### config.mk
export PLATFORM = sky130hd
export DESIGN_NAME = dual_counter_sched_flat
export DESIGN_NICKNAME = d
export VERILOG_FILES = /design/src/rtl/dual_counter_sched_if.sv /design/src/rtl/dual_counter_sched.sv /design/src/flat_wrapper.sv
export SDC_FILE = /design/constraint.sdc
export NUM_CORES = 1
export LEC_CHECK = 0
export BUFFER_PORTS_ARGS = -buffer_cell sky130_fd_sc_hd__buf_2
export CORE_MARGIN = 3
export CORE_UTILIZATION = 59
export CTS_CLUSTER_SIZE = 30
export DETAILED_ROUTE_END_ITERATION = 16
export GPL_TIMING_DRIVEN = 0
export PLACE_DENSITY = 0.82
export SLEW_MARGIN = 15
export SYNTH_ARGS = -nofsm -noshare
export SYNTH_HDL_FRONTEND = slang
export SYNTH_SLANG_ARGS = --single-unit
export TNS_END_PERCENT = 30
### constraint.sdc
create_clock -name clk -period 7.45 [get_ports clk]
set_input_delay 1.49 -clock clk [delete_from_list [all_inputs] [get_ports clk]]
set_output_delay 1.49 -clock clk [all_outputs]
set_load 0.005 [all_outputs]
### src/rtl/dual_counter_sched_if.sv
// Bus between the dual-counter scheduler and its requesters/observers.
// The testbench or upstream logic uses the master side; the scheduler uses the slave side.
interface dual_counter_sched_if #(
  parameter int W  = 12,
  parameter int CW = 4
);
  // Handshake: req1/req2 each carry one increment per cycle sampled high and have no ready.
  // A req is taken unless that requester's credit counter is full (full1/full2) and it is
  // not being granted in the same cycle; a refused req is dropped. ena1/ena2 are one-cycle
  // grants and the matching count changes at the next clk edge.
  logic          clr;
  logic          req1;
  logic          req2;
  logic          ena1;
  logic          ena2;
  logic [W-1:0]  count1;
  logic [W-1:0]  count2;
  logic [CW-1:0] pend1;
  logic [CW-1:0] pend2;
  logic          full1;
  logic          full2;
  logic          busy;
  logic          halted;
  logic          valid;
  logic [1:0]    state_dbg;

  modport master (
    output clr, req1, req2,
    input  ena1, ena2, count1, count2, pend1, pend2,
    input  full1, full2, busy, halted, valid, state_dbg
  );

  modport slave (
    input  clr, req1, req2,
    output ena1, ena2, count1, count2, pend1, pend2,
    output full1, full2, busy, halted, valid, state_dbg
  );
endinterface

### src/rtl/dual_counter_sched.sv
// Two W-bit counters sharing one increment slot, scheduled round-robin from per-requester credits.
// Define SCHED_FIXED_PRIO_EN to give requester 1 strict priority instead of round-robin.
module dual_counter_sched #(
  parameter int W  = 12,
  parameter int CW = 4
) (
  input logic                clk,
  input logic                rst,
  dual_counter_sched_if.slave bus
);

  typedef enum logic [1:0] {
    IDLE = 2'd0,
    RUN  = 2'd1,
    HALT = 2'd2
  } state_t;

  localparam logic [CW-1:0] PMAX = '1;

  state_t        state_q, state_d;
  logic [W-1:0]  count1_q, count1_d;
  logic [W-1:0]  count2_q, count2_d;
  logic [CW-1:0] pend1_q, pend1_d;
  logic [CW-1:0] pend2_q, pend2_d;
  logic          last2_q, last2_d;  // 1: requester 2 received the most recent grant
  logic          g1, g2;
  logic          acc1, acc2;

  // Grants depend only on registered state, so they are glitch-free within the cycle.
  always_comb begin
    g1 = 1'b0;
    g2 = 1'b0;
    if (state_q == RUN) begin
      if (pend1_q != '0 && pend2_q != '0) begin
`ifdef SCHED_FIXED_PRIO_EN
        g1 = 1'b1;
`else
        if (last2_q) g1 = 1'b1;
        else         g2 = 1'b1;
`endif
      end else if (pend1_q != '0) begin
        g1 = 1'b1;
      end else if (pend2_q != '0) begin
        g2 = 1'b1;
      end
    end
  end

  always_comb begin
    acc1     = bus.req1 && (pend1_q != PMAX || g1);
    acc2     = bus.req2 && (pend2_q != PMAX || g2);
    pend1_d  = pend1_q;
    pend2_d  = pend2_q;
    count1_d = count1_q;
    count2_d = count2_q;
    last2_d  = last2_q;
    state_d  = state_q;

    if (acc1 && !g1)      pend1_d = pend1_q + 1'b1;
    else if (!acc1 && g1) pend1_d = pend1_q - 1'b1;
    if (acc2 && !g2)      pend2_d = pend2_q + 1'b1;
    else if (!acc2 && g2) pend2_d = pend2_q - 1'b1;

    if (g1) begin
      count1_d = count1_q + 1'b1;
      last2_d  = 1'b0;
    end
    if (g2) begin
      count2_d = count2_q + 1'b1;
      last2_d  = 1'b1;
    end

    if (state_q == HALT)                   state_d = HALT;
    else if ((&count1_d) && (&count2_d))   state_d = HALT;
    else if (pend1_d != '0 || pend2_d != '0) state_d = RUN;
    else                                   state_d = IDLE;

    // Clear wins over everything, including a req or grant in the same cycle.
    if (bus.clr) begin
      pend1_d  = '0;
      pend2_d  = '0;
      count1_d = '0;
      count2_d = '0;
      last2_d  = 1'b1;
      state_d  = IDLE;
    end
  end

  always_ff @(posedge clk or posedge rst) begin
    if (rst) begin
      state_q  <= IDLE;
      count1_q <= '0;
      count2_q <= '0;
      pend1_q  <= '0;
      pend2_q  <= '0;
      last2_q  <= 1'b1;
    end else begin
      state_q  <= state_d;
      count1_q <= count1_d;
      count2_q <= count2_d;
      pend1_q  <= pend1_d;
      pend2_q  <= pend2_d;
      last2_q  <= last2_d;
    end
  end

  assign bus.ena1      = g1;
  assign bus.ena2      = g2;
  assign bus.count1    = count1_q;
  assign bus.count2    = count2_q;
  assign bus.pend1     = pend1_q;
  assign bus.pend2     = pend2_q;
  assign bus.full1     = (pend1_q == PMAX);
  assign bus.full2     = (pend2_q == PMAX);
  assign bus.busy      = (state_q == RUN);
  assign bus.halted    = (state_q == HALT);
  assign bus.valid     = !((&count1_q) && (&count2_q));
  assign bus.state_dbg = state_q;

endmodule
### src/flat_wrapper.sv
// flat-port wrapper written by rule: the top's interface ports become plain ports
module dual_counter_sched_flat 
#(
  parameter int W  = 12,
  parameter int CW = 4
)
  (clk, rst, bus_clr, bus_req1, bus_req2, bus_ena1, bus_ena2, bus_count1, bus_count2, bus_pend1, bus_pend2, bus_full1, bus_full2, bus_busy, bus_halted, bus_valid, bus_state_dbg);
  dual_counter_sched_if #(.W(W), .CW(CW)) bus_i ();
  input logic clk;
  input logic rst;
  input wire logic [$bits(bus_i.clr)-1:0] bus_clr;
  input wire logic [$bits(bus_i.req1)-1:0] bus_req1;
  input wire logic [$bits(bus_i.req2)-1:0] bus_req2;
  output wire logic [$bits(bus_i.ena1)-1:0] bus_ena1;
  output wire logic [$bits(bus_i.ena2)-1:0] bus_ena2;
  output wire logic [$bits(bus_i.count1)-1:0] bus_count1;
  output wire logic [$bits(bus_i.count2)-1:0] bus_count2;
  output wire logic [$bits(bus_i.pend1)-1:0] bus_pend1;
  output wire logic [$bits(bus_i.pend2)-1:0] bus_pend2;
  output wire logic [$bits(bus_i.full1)-1:0] bus_full1;
  output wire logic [$bits(bus_i.full2)-1:0] bus_full2;
  output wire logic [$bits(bus_i.busy)-1:0] bus_busy;
  output wire logic [$bits(bus_i.halted)-1:0] bus_halted;
  output wire logic [$bits(bus_i.valid)-1:0] bus_valid;
  output wire logic [$bits(bus_i.state_dbg)-1:0] bus_state_dbg;
  assign bus_i.clr = bus_clr;
  assign bus_i.req1 = bus_req1;
  assign bus_i.req2 = bus_req2;
  assign bus_ena1 = bus_i.ena1;
  assign bus_ena2 = bus_i.ena2;
  assign bus_count1 = bus_i.count1;
  assign bus_count2 = bus_i.count2;
  assign bus_pend1 = bus_i.pend1;
  assign bus_pend2 = bus_i.pend2;
  assign bus_full1 = bus_i.full1;
  assign bus_full2 = bus_i.full2;
  assign bus_busy = bus_i.busy;
  assign bus_halted = bus_i.halted;
  assign bus_valid = bus_i.valid;
  assign bus_state_dbg = bus_i.state_dbg;
  dual_counter_sched #(.W(W), .CW(CW)) u_core (.clk(clk), .rst(rst), .bus(bus_i));
endmodule
==> impl_metrics.yaml <==
worst_setup_path:
  worst-r2r-setup-slack_ns: 4.37
  worstSetupPathType: "flop to primary output"
  crit_path_end_kind: "primary output"
  path_delay_family: "buffers and inverters"
  worst_r2r_startpoint: "u_core.bus.pend2[0]"
  cp_max_fo: 10
  r2r_cells: 11
  critPathMaxStageDelay_ns: 0.47
  rr_endpoint: "u_core.bus.state_dbg[0]"
  start_kind: "flop"
  crit_cells: 7
  crit_start: "u_core.bus.pend1[0]"
  cp_data_required_time_ns: 5.96
  cp_slowest_cell: "dfrtp_1"
  critPathArrivalTime_ns: 2.51
  worstPathCellList: "inv_1 -> ha_1 -> or3b_4 -> a211o_4 -> clkinv_4 -> clkbuf_1 -> buf_2"
  path_buf_inv: 4
timing:
  period_needed_ns: 4.00
  final_max_slew_viol_count: 0
  hold_viol: 0
  hold_slack_ns: 0.561
  max_slew.worst_pin.slew_ns: 0.719
  fmax_ghz: 0.250
  slew_headroom_pct: 52.0
  rsz0062_at_grt: "false"
  timing.setup.tns_ns: 0
  timing.final.crit_share_pct: 53.7
  skew_ns: 0.00627
  setup_viol: 0
route:
  antenna_left: 0
  dr_total_vias: 2068
  drt-initial-drc-count: 167
  avgViaCountPerCell: 5.74
  wl_per_cell_um: 14.7
  route.detailed.drc: 0
  wirelength_um: 5300
  dr.pass1.iters: 4
logic_synthesis:
  synth_top_area_cell: "dfrtp_1"
  synth_edf_count: 0
  synth_warnings: 0
  ys_ff_latch: 35
  async_flop_share_pct: 100
  synth.avg_cell_area_um2: 8.50
  synth_flop_cell: "dfrtp_1"
  syn-num-nets: 274
  synth_cells: 263
  synth_area_leaders: "dfrtp_1 (38%), nor2_1 (5.9%), xor2_1 (5.5%)"
  synth_cell_types: 44
  synth_top_area_share_pct: 38.1
  netlist_area_um2: 2240
  ys_seq_area_share_pct: 39.2
layout:
  area_delta_synth_final_pct: 15.8
  antennaDiodeCount: 0
  drive_above_1_share_pct: 18.8
  final_cell_area_um2: 2590
  layout.nets: 324
grt:
  grt_remaining_overflow: 0
  grt_pass1_wl_um: 8730
  grt_max_degree: 36
  grt_pass1_vias: 1901
  antenna_found_initial: 0
  gr-usage-all-layers_pct: 25.2
placed_design:
  numPortBuffers: 43
  hpwl_um: 3830
  place_area_um2: 2510
  gp_congestion: 0.830
cts:
  cts.clk_slew.worst_paths_ns: 0.07
  insertion_delay_ns: 0.29
  clockBufferDepth: 2
  cts_tree: "built"
  clock_sinks: 35
  postCtsHoldBufs: 0
  htreeDepth: 2
  clockRootBuffer: "clkbuf_8"
  postCtsResizedCells: 0
  numCtsBuffers: 5
  post_cts_buffers: 0
hold_path:
  hold_path_class: "flop to flop"
  worstHoldPathCells: 2
  min_from: "u_core.bus.count2[10]"
  holdPathEnd: "u_core.bus.count2[10]"
die:
  die_h_um: 67.6
  rows: 21
  start_util_pct: 64.0
  die_area_um2: 4560
  pin_count: 46
  die_w_um: 67.6
  core_um2: 3490
power_and_ir_drop:
  power.density_nw_per_um2: 255
  power_leakage_nw: 1.19
  ir_worst_vdd_mv: 0.232
run_status:
  outcome: "completed"
flow_run:
  maxCapViolCount: 0
==> cells by family after synthesis <==
kind of cell / Yosys count / synth area share, %
multiplexers: 4 / 1.79
XOR/XNOR: 23 / 9.01
AND/OR/NAND/NOR: 133 / 30.7
buffers and inverters: 28 / 4.98
AO/OA/AOI/OAI: 34 / 10.9
adder cells (fa/ha/maj): 6 / 3.36
flip-flops: 35 / 39.2
==> cell usage after synthesis, types with 2 or more instances <==
library cell	n
a211oi_1	3
a21oi_1	8
a311oi_1	3
a31oi_1	3
and3_1	5
buf_1	2
clkbuf_1	12
dfrtp_1	34
ha_1	6
inv_1	12
mux2i_1	4
nand2_1	25
nand3_1	20
nand3b_1	3
nand4_1	7
nand4b_1	5
nor2_1	35
nor2b_1	6
nor3_1	7
nor4_1	4
o21ai_0	8
or3_1	5
or4_1	4
xnor2_1	9
xor2_1	14
==> cell usage in the layout (no fill, tap or decap), types with 7 or more instances in the layout <==
cell type	count
nand4_1	7
xnor2_1	9
a21oi_1	8
buf_2	44
xor2_1	14
nand2_1	25
inv_1	11
nand3_1	20
nor3_1	7
clkbuf_1	14
o21ai_0	8
dfrtp_1	34
nor2_1	35
==> sequential cells by signal, indices dropped and copies added (netlist names) <==
name	flops
u_core.last2_q	1
u_core.bus.state_dbg	2
u_core.bus.pend2	4
u_core.bus.pend1	4
u_core.bus.count1	12
u_core.bus.count2	12
==> worst register-to-register path, cell delays in order, from the launching register on <==
cell and delay (ns):
dfrtp_1 0.49, inv_1 0.13, ha_1 0.25, nor3b_2 0.18, o211ai_1 0.45, inv_1 0.20, buf_1 0.29, a31oi_1 0.24
a21oi_1 0.11, or3_1 0.35, a211oi_1 0.19, nor3_1 0.08
==> layer usage <==
metal  vias to the layer above  routed length, um  GRT usage, %
met4                         0                 78          7.34
li1                       1028                  -             -
met1                       976               2320          31.4
met3                         8                288          6.49
met2                        56               2620          42.5
met5                         -                  0             0
==> power breakdown <==
group          switching, mW  leakage (nW)  internal (mW)
Sequential            0.0432         0.478          0.215
Combinational          0.154         0.666          0.116
Clock                 0.0668        0.0422         0.0656
==> final cells by class <==
type	count	area (um^2)
buffer	15	57.6
clock buffer	7	76.3
clock inverter	1	5.00
fill	274	905
inverter	13	53.8
multi-input combinational	200	1250
sequential	35	877
tap	46	57.6
timing repair buffer	43	215
==> stage by stage <==
| step | cells | power [mW] | worst slack (ns) | util, % |
|---|---|---|---|---|
| 2_1_floorplan | 263 | 0.447 | 4.17 | - |
| 3_3_place_gp | 352 | 0.519 | 3.82 | 71.8 |
| 3_5_place_dp | 352 | 0.528 | 3.80 | 71.8 |
| 4_1_cts | 360 | 0.661 | 3.47 | 74.1 |
| 5_1_grt | 360 | 0.707 | 3.31 | 74.1 |
| 6_report | 360 | 0.660 | 3.45 | 74.1 |
==> how the worst max path moves through the flow <==
stage               end  slack (ns)
6_report       bus_ena2        3.45
5_1_grt        bus_ena2        3.31
4_1_cts        bus_ena2        3.47
3_5_place_dp   bus_ena1        3.80
3_3_place_gp   bus_ena2        3.82
2_1_floorplan  bus_ena2        4.17
No activity file was read; power rests on OpenSTA's default activity.
